--- config.mk ---
export PLATFORM = sky130hd
export DESIGN_NAME = pwm_peripheral
export DESIGN_NICKNAME = d
export VERILOG_FILES = /design/src/rtl/pwm_peripheral.sv
export SDC_FILE = /design/constraint.sdc
export NUM_CORES = 1
export LEC_CHECK = 0
export ABC_AREA = 0
export CORE_UTILIZATION = 40
export DETAILED_ROUTE_END_ITERATION = 7
export DONT_BUFFER_PORTS = 1
export GPL_TIMING_DRIVEN = 0
export PLACE_DENSITY = 0.64
export SYNTH_ARGS = -nofsm -noshare
export SYNTH_HDL_FRONTEND = slang
export SYNTH_SLANG_ARGS = --single-unit
--- constraint.sdc ---
create_clock -name clk -period 2.4 [get_ports clk]
set_input_delay 0.12 -clock clk [delete_from_list [all_inputs] [get_ports clk]]
set_output_delay 0.12 -clock clk [all_outputs]
set_load 0.05 [all_outputs]
--- src/rtl/pwm_peripheral.sv ---
// Shared-duty PWM driver: 16 lines, each forced low, forced high or PWM-driven.
// Latency: out registered one cycle after the counter/shadow state and inputs.
// Backpressure: none; register values are consumed as levels every cycle.
module pwm_peripheral #(
    parameter int DIV = 3000
) (
    input  logic        clk,
    input  logic        rst,
    input  logic [15:0] en_out,
    input  logic [15:0] en_pwm,
    input  logic [7:0]  duty,
    output logic [15:0] out,
    output logic        period_start
);

    generate
        if (DIV < 1 || DIV > 65535) begin : g_div_check
            $error("pwm_peripheral: DIV must be in 1..65535");
        end
    endgenerate

    localparam logic [15:0] DIV_LAST = 16'(DIV - 1);
    localparam logic [7:0]  C_LAST   = 8'd254;

    logic [15:0] p;
    logic [7:0]  c;
    logic [7:0]  s;
    logic        first;
    logic        tick;
    logic        wrap;
    logic        load;
    logic        pwm;

    assign tick = (p == DIV_LAST);
    assign wrap = tick && (c == C_LAST);
    // Shadow loads only at a period boundary (or once after reset), so no runt pulses.
    assign load = ~rst & (first | wrap);
    assign pwm  = (c < s);

    assign period_start = load;

    always_ff @(posedge clk) begin
        if (rst) begin
            p     <= 16'd0;
            c     <= 8'd0;
            s     <= 8'd0;
            first <= 1'b1;
            out   <= 16'h0000;
        end else begin
            p <= tick ? 16'd0 : p + 16'd1;
            if (tick) begin
                c <= (c == C_LAST) ? 8'd0 : c + 8'd1;
            end
            if (load) begin
                s     <= duty;
                first <= 1'b0;
            end
            out <= en_out & (~en_pwm | {16{pwm}});
        end
    end

endmodule

==> results of run 1 <==
==> power by group through the flow <==
| stage | logic (mW) | clock network (mW) | registers [mW] |
|---|---|---|---|
| finish | 0.185 | 0.539 | 0.930 |
| global placement | 0.117 | 0 | 0.948 |
| detailed placement | 0.120 | 0 | 0.948 |
| floorplan | 0.0959 | 0 | 0.944 |
| CTS | 0.174 | 0.552 | 0.930 |
| global route | 0.206 | 0.586 | 0.934 |
==> area by class of cell <==
class / instances / area, µm²
multi-input combinational: 206 / 1280
fill: 511 / 2590
buffer: 18 / 86.3
clock buffer: 5 / 68.8
clock inverter: 3 / 28.8
inverter: 13 / 48.8
sequential: 49 / 982
tap: 72 / 90.1
timing repair buffer: 44 / 430
==> critical path, delay by kind of cell, from the launching register on <==
| family | cells | cell delay, ns |
|---|---|---|
| buffers and inverters | 1 | 0.19 |
| AND/OR/NAND/NOR | 3 | 1.20 |
| flip-flops | 1 | 0.35 |
| AO/OA/AOI/OAI | 1 | 0.10 |
==> state kept, by name, indices dropped and copies added, names as in the netlist <==
name   count
first      1
out       16
s          8
p         16
c          8
==> cells by family (layout without fill, tap and decap cells) <==
logic type | Yosys count | count (layout) | share of synthesized area [%]
compound gates | 49 | 49 | 11.9
xor+xnor | 14 | 14 | 5.20
simple gates | 133 | 133 | 30.5
buf+inv | 32 | 83 | 5.47
fa+ha+maj | 10 | 10 | 5.31
flops | 49 | 49 | 41.6
==> how the worst max path moves through the flow <==
stage / startpoint / endpoint / slack (ns) / depth (start not counted)
after global routing: p[13] / period_start / 0.02 / 5
after floorplan: p[0] / period_start / 0.13 / 6
final: p[13] / period_start / 0.13 / 5
after global placement: p[0] / period_start / -0.39 / 6
after CTS: p[10] / period_start / 0.0003 / 5
after detailed placement: p[0] / period_start / -0.43 / 6
==> cells in the mapped netlist, types with 2 or more instances <==
cell	number	share of area, %
and2_1	5	1.3
o21ai_0	5	1.1
and3_1	2	0.53
nor2_1	30	4.8
nand4_1	4	1.1
o2111a_1	2	0.96
dfxtp_1	49	42
and4_1	2	0.74
a21oi_1	33	7.0
nor3_1	10	2.1
ha_1	10	5.3
a22oi_1	2	0.64
xnor2_1	13	4.8
nand3_1	15	3.2
nor4_1	5	1.3
clkbuf_1	13	2.1
nand2_1	22	3.5
buf_2	3	0.64
inv_1	13	2.1
nand3b_1	2	0.64
nand2b_1	19	5.0
nand4b_1	10	3.7
or4_1	3	0.96
==> per-layer routing <==
| metal | part of all wire [%] | routed length, µm | vias up |
|---|---|---|---|
| met2 | 52 | 3060 | 60 |
| met1 | 41 | 2410 | 1047 |
| met4 | 1.3 | 78 | 0 |
| met5 | 0 | 0 | - |
| li1 | - | - | 1091 |
| met3 | 5.6 | 326 | 10 |
==> timing repair <==
action / CTS / global route
buffers inserted: 1 / 3
hold buffers: 40 / 0
gates resized for setup: 6 / 6
endpoints found under the hold margin: 24 / 0
endpoints found under the setup margin: 9 / 20
cloned: 0 / 0
pin swaps: 2 / 3
==> metrics by stage <==
stage               power, mW  cell area [µm²]  hold slack, ns  setup WS [ns]  cells
detailed placement       1.07             2450           0.211         -0.429    359
CTS                      1.66             2980          0.0452       0.000335    408
global placement         1.06             2450           0.208         -0.393    359
finish                   1.65             3020          0.0462          0.127    410
floorplan                1.04             2360           0.208          0.127    287
global route             1.73             3020          0.0620         0.0152    410
==> flow_summary.yaml, run 1 <==
sta:
  post-route-period-util_pct: 94.7
  fin_skew_ns: 0.0104
  hold_violations: 0
  finalMaxSlewViolations: 0
  slew_headroom_pct: 62.8
  max_freq_mhz: 440
  setup_tns_ns: 0
  min_period_ns: 2.27
  grt_setup_unrepaired: "no"
  finalSetupViolCount: 0
  tightestPinTransition_ns: 0.559
grt:
  grt_max_degree: 19
  antenna_found_initial: 0
  grt_use_met2_pct: 36.8
  grt_pass1_vias: 2146
  grt_pass1_wl_um: 9700
  grt_use_total_pct: 20.1
  busiest_layer: "met2"
  grt_use_met3_pct: 4.14
  met1_usage_pct: 23.4
  overflow: 0
placement:
  gp_congestion: 0.754
  place_hpwl_um: 3570
  port_buffers: 0
floorplanning:
  start_util_pct: 42.0
  die_h_um: 78.7
  dieArea_um2: 6200
  die_w_um: 78.7
  core_um2: 5610
  rows: 27
  ios: 59
worst_setup_path:
  worstSetupEndpointType: "primary output"
  reg2reg_from: "c[2]"
  critPathKind: "flop to primary output"
  reg2reg_slack_ns: 0.15
  worstPathCellList: "or4b_4 -> nor4_4 -> buf_6 -> a21oi_1 -> nor2_4"
  slowest_stage: "or4b_4"
  startpoint_type: "flop"
  cp_slowest_stage_delay_ns: 0.56
  arrival_ns: 2.15
  r2r_end: "out[1]"
  crit_fanout: 10
  rr_worst_depth: 6
  crit_required_ns: 2.28
synth:
  async_flop_share_pct: 0
  syn_avg_cell_area_um2: 8.21
  synth-main-ff-cell: "dfxtp_1"
  synth_cells: 287
  synth_edf_count: 0
  synth.distinct_cells: 38
  yosysSeqAreaShare_pct: 41.6
  ys_ff_latch: 49
  syn_area_um2: 2360
  yosys_warnings: 0
  syn-num-nets: 339
min_path:
  hold_path_class: "primary input to flop"
  hp-start: "duty[7]"
  min_to: "s[7]"
  whs_path_depth: 4
final_layout:
  final_util_pct: 53.8
  antenna_cells: 0
  fin_nets: 389
  syn_to_final_growth_pct: 28.1
  final_common_cell: "dfxtp_1"
  drive_gt1_share_pct: 7.40
  most-common-layout-cells: "48 x dfxtp_1, 40 x dlygate4sd3_1, 33 x a21oi_1"
flow_run:
  cap_violations: 0
clock_tree:
  clkTransAtPathRegs_ns: 0.11
  root_buffer: "clkbuf_8"
  clock_sinks: 49
  clk_latency_ns: 0.31
  htree_levels: 2
  cts_buffers: 5
  cts_buffer_depth: 2
  cts_tree: "built"
drt:
  dr.first_iter.drc_count: 122
  dr.pass1.iters: 4
  detail-route-antenna-nets: 0
  drt-total-wl_um: 5870
  wire_per_inst_um: 14.3
  via_count: 2208
  drc: 0
  via_per_inst: 5.39
power:
  p_comb_share_pct: 11.2
  irDropWorstVdd_v: 0.000360
  intPower_mw: 1.16
  switchingPower_uw: 492
  switching_share_pct: 29.7
  p_clk_share_pct: 32.6
  power.leakage_nw: 1.14
  powerDensity_nw_per_um2: 548
  pwr-share-seq_pct: 56.2
run_status:
  status: "complete, no violations"
No activity file was read; power rests on OpenSTA's default activity.
==> run 2, diff against run 1 <==
- CAP_MARGIN: not set -> 0
- PLACE_DENSITY: 0.64 -> not set
- clock period: 2.4 -> 2.6 ns (I/O delays scaled with it)
==> run 2 against run 1 <==
  * Non-clock buffer count shrank 2
  * First-iteration DRC count is 22% lower
  * Via count shrank 1.5%
  * Sequential share of layout area increased by 0.46 points
  * Clock power shrank 8.2%
  * Sequential power decreased by 7.7%
  * Total power is 8.1% lower
  * Register-to-register slack better by 0.08 ns
==> flow_summary.yaml, run 2 (synthesis gave the netlist of run 1 again) <==
placement:
  place_hpwl_um: 3680
  pre_cts_ws_ns: -0.470
  port_buffers: 0
  gp_congestion: 0.742
floorplanning:
  start_util_pct: 42.0
  die_w_um: 78.7
  die_h_um: 78.7
  rows: 27
  core_um2: 5610
  ios: 59
  dieArea_um2: 6200
worst_setup_path:
  arrival_ns: 2.34
  startpoint_type: "flop"
  worstSetupEndpointType: "primary output"
  critPathKind: "flop to primary output"
  crit_fanout: 10
  crit_required_ns: 2.47
clock_tree:
  clkTransAtPathRegs_ns: 0.11
  root_buffer: "clkbuf_8"
  cts_buffer_depth: 2
  clock_sinks: 49
  cts_tree: "built"
  clk_latency_ns: 0.32
  cts_buffers: 5
  htree_levels: 2
grt:
  grt_pass1_wl_um: 10100
  grt_use_total_pct: 20.7
  met1_usage_pct: 25.5
  grt_max_degree: 19
  antenna_found_initial: 0
  grt_use_met2_pct: 34.4
  grt_pass1_vias: 2094
  busiest_layer: "met2"
  grt_use_met3_pct: 5.75
  overflow: 0
final_layout:
  most-common-layout-cells: "49 x dfxtp_1, 40 x dlygate4sd3_1, 33 x a21oi_1"
  syn_to_final_growth_pct: 26.1
  top_regs: "out: 16 flops, p: 16 flops"
  num-fill-cells: 532
  fin_nets: 387
  final_common_cell: "dfxtp_1"
  antenna_cells: 0
  drive_gt1_share_pct: 5.06
flow_run:
  cap_violations: 0
sta:
  finalMaxSlewViolations: 0
  min_period_ns: 2.47
  finalSetupViolCount: 0
  max_freq_mhz: 404
  fin_skew_ns: 0.0159
  tightestPinTransition_ns: 0.671
  post-route-period-util_pct: 95.2
  fin_ws_ns: 0.125
  grt_setup_unrepaired: "no"
  slew_headroom_pct: 55.2
  hold_violations: 0
drt:
  detail-route-antenna-nets: 0
  dr.first_iter.drc_count: 95
  drc: 0
  drt-total-wl_um: 5900
  via_count: 2175
  via_per_inst: 5.33
  wire_per_inst_um: 14.5
  dr.pass1.iters: 4
power:
  power.leakage_nw: 1.12
  p_clk_share_pct: 32.6
  pwr-share-seq_pct: 56.4
  p_comb_share_pct: 11.0
  powerDensity_nw_per_um2: 512
  irDropWorstVdd_v: 0.000337
  switching_share_pct: 29.6
  total_power_mw: 1.52
  intPower_mw: 1.07
  switchingPower_uw: 450
min_path:
  hold_path_class: "primary input to flop"
run_status:
  status: "complete, no violations"
==> run 2: final cells by class <==
class / count / area (µm²) / area share, %
Inverter: 13 / 48.8 / 1.64
Multi-Input combinational cell: 206 / 1260 / 42.5
Sequential cell: 49 / 981 / 33.0
Timing Repair Buffer: 41 / 408 / 13.7
Tap cell: 72 / 90.1 / 3.03
Clock buffer: 5 / 68.8 / 2.32
Clock inverter: 3 / 28.8 / 0.968
Buffer: 19 / 83.8 / 2.82
==> run 2: layer usage <==
| layer | vias up | routed length [µm] |
|---|---|---|
| met5 | - | 0 |
| met4 | 0 | 72 |
| met3 | 6 | 406 |
| met2 | 70 | 2880 |
| met1 | 1012 | 2540 |
| li1 | 1087 | - |
==> run 2: path summary, 6_finish.rpt <==
kind / from / endpoint / slack, ns / cells past startpoint
min reg2reg: p[0] / p[0] / 0.47 / 1
min: duty[6] / s[6] / 0.05 / 4
max reg2reg: c[1] / out[1] / 0.23 / 5
max: p[10] / period_start / 0.13 / 5
==> run 2: power by group through the flow <==
stage | Combinational [mW] | Sequential (mW) | Clock, mW
global route | 0.185 | 0.862 | 0.534
finish | 0.167 | 0.858 | 0.495
floorplan | 0.0881 | 0.871 | 0
detailed placement | 0.111 | 0.875 | 0
CTS | 0.163 | 0.858 | 0.509
global placement | 0.108 | 0.876 | 0
==> run 2: per-stage QoR <==
step                util [%]  hold slack, ns  area (µm²)  cells  setup TNS (ns)
finish                  53.0          0.0527        2970    408               0
global route            53.0          0.0828        2970    408               0
CTS                     52.9          0.0520        2970    408               0
detailed placement      43.6           0.221        2450    359          -0.470
global placement        43.6           0.219        2450    359          -0.425
floorplan                  -           0.218        2360    287               0
==> run 2: critical path, stage by stage, from the launching register on <==
cell      delay [ns]
dfxtp_1         0.37
or4_1           0.60
nor4_4          0.34
clkbuf_4        0.28
a21oi_1         0.12
nor2_4          0.33
==> run 2: repair_timing <==
| action | in CTS | in global routing |
|---|---|---|
| cloned | 0 | 0 |
| gates resized for setup | 3 | 3 |
| endpoints found under the setup margin | 1 | 1 |
| hold endpoints to repair | 24 | 0 |
| pin swaps | 1 | 1 |
| hold buffers | 40 | 0 |
| buffers inserted | 1 | 0 |
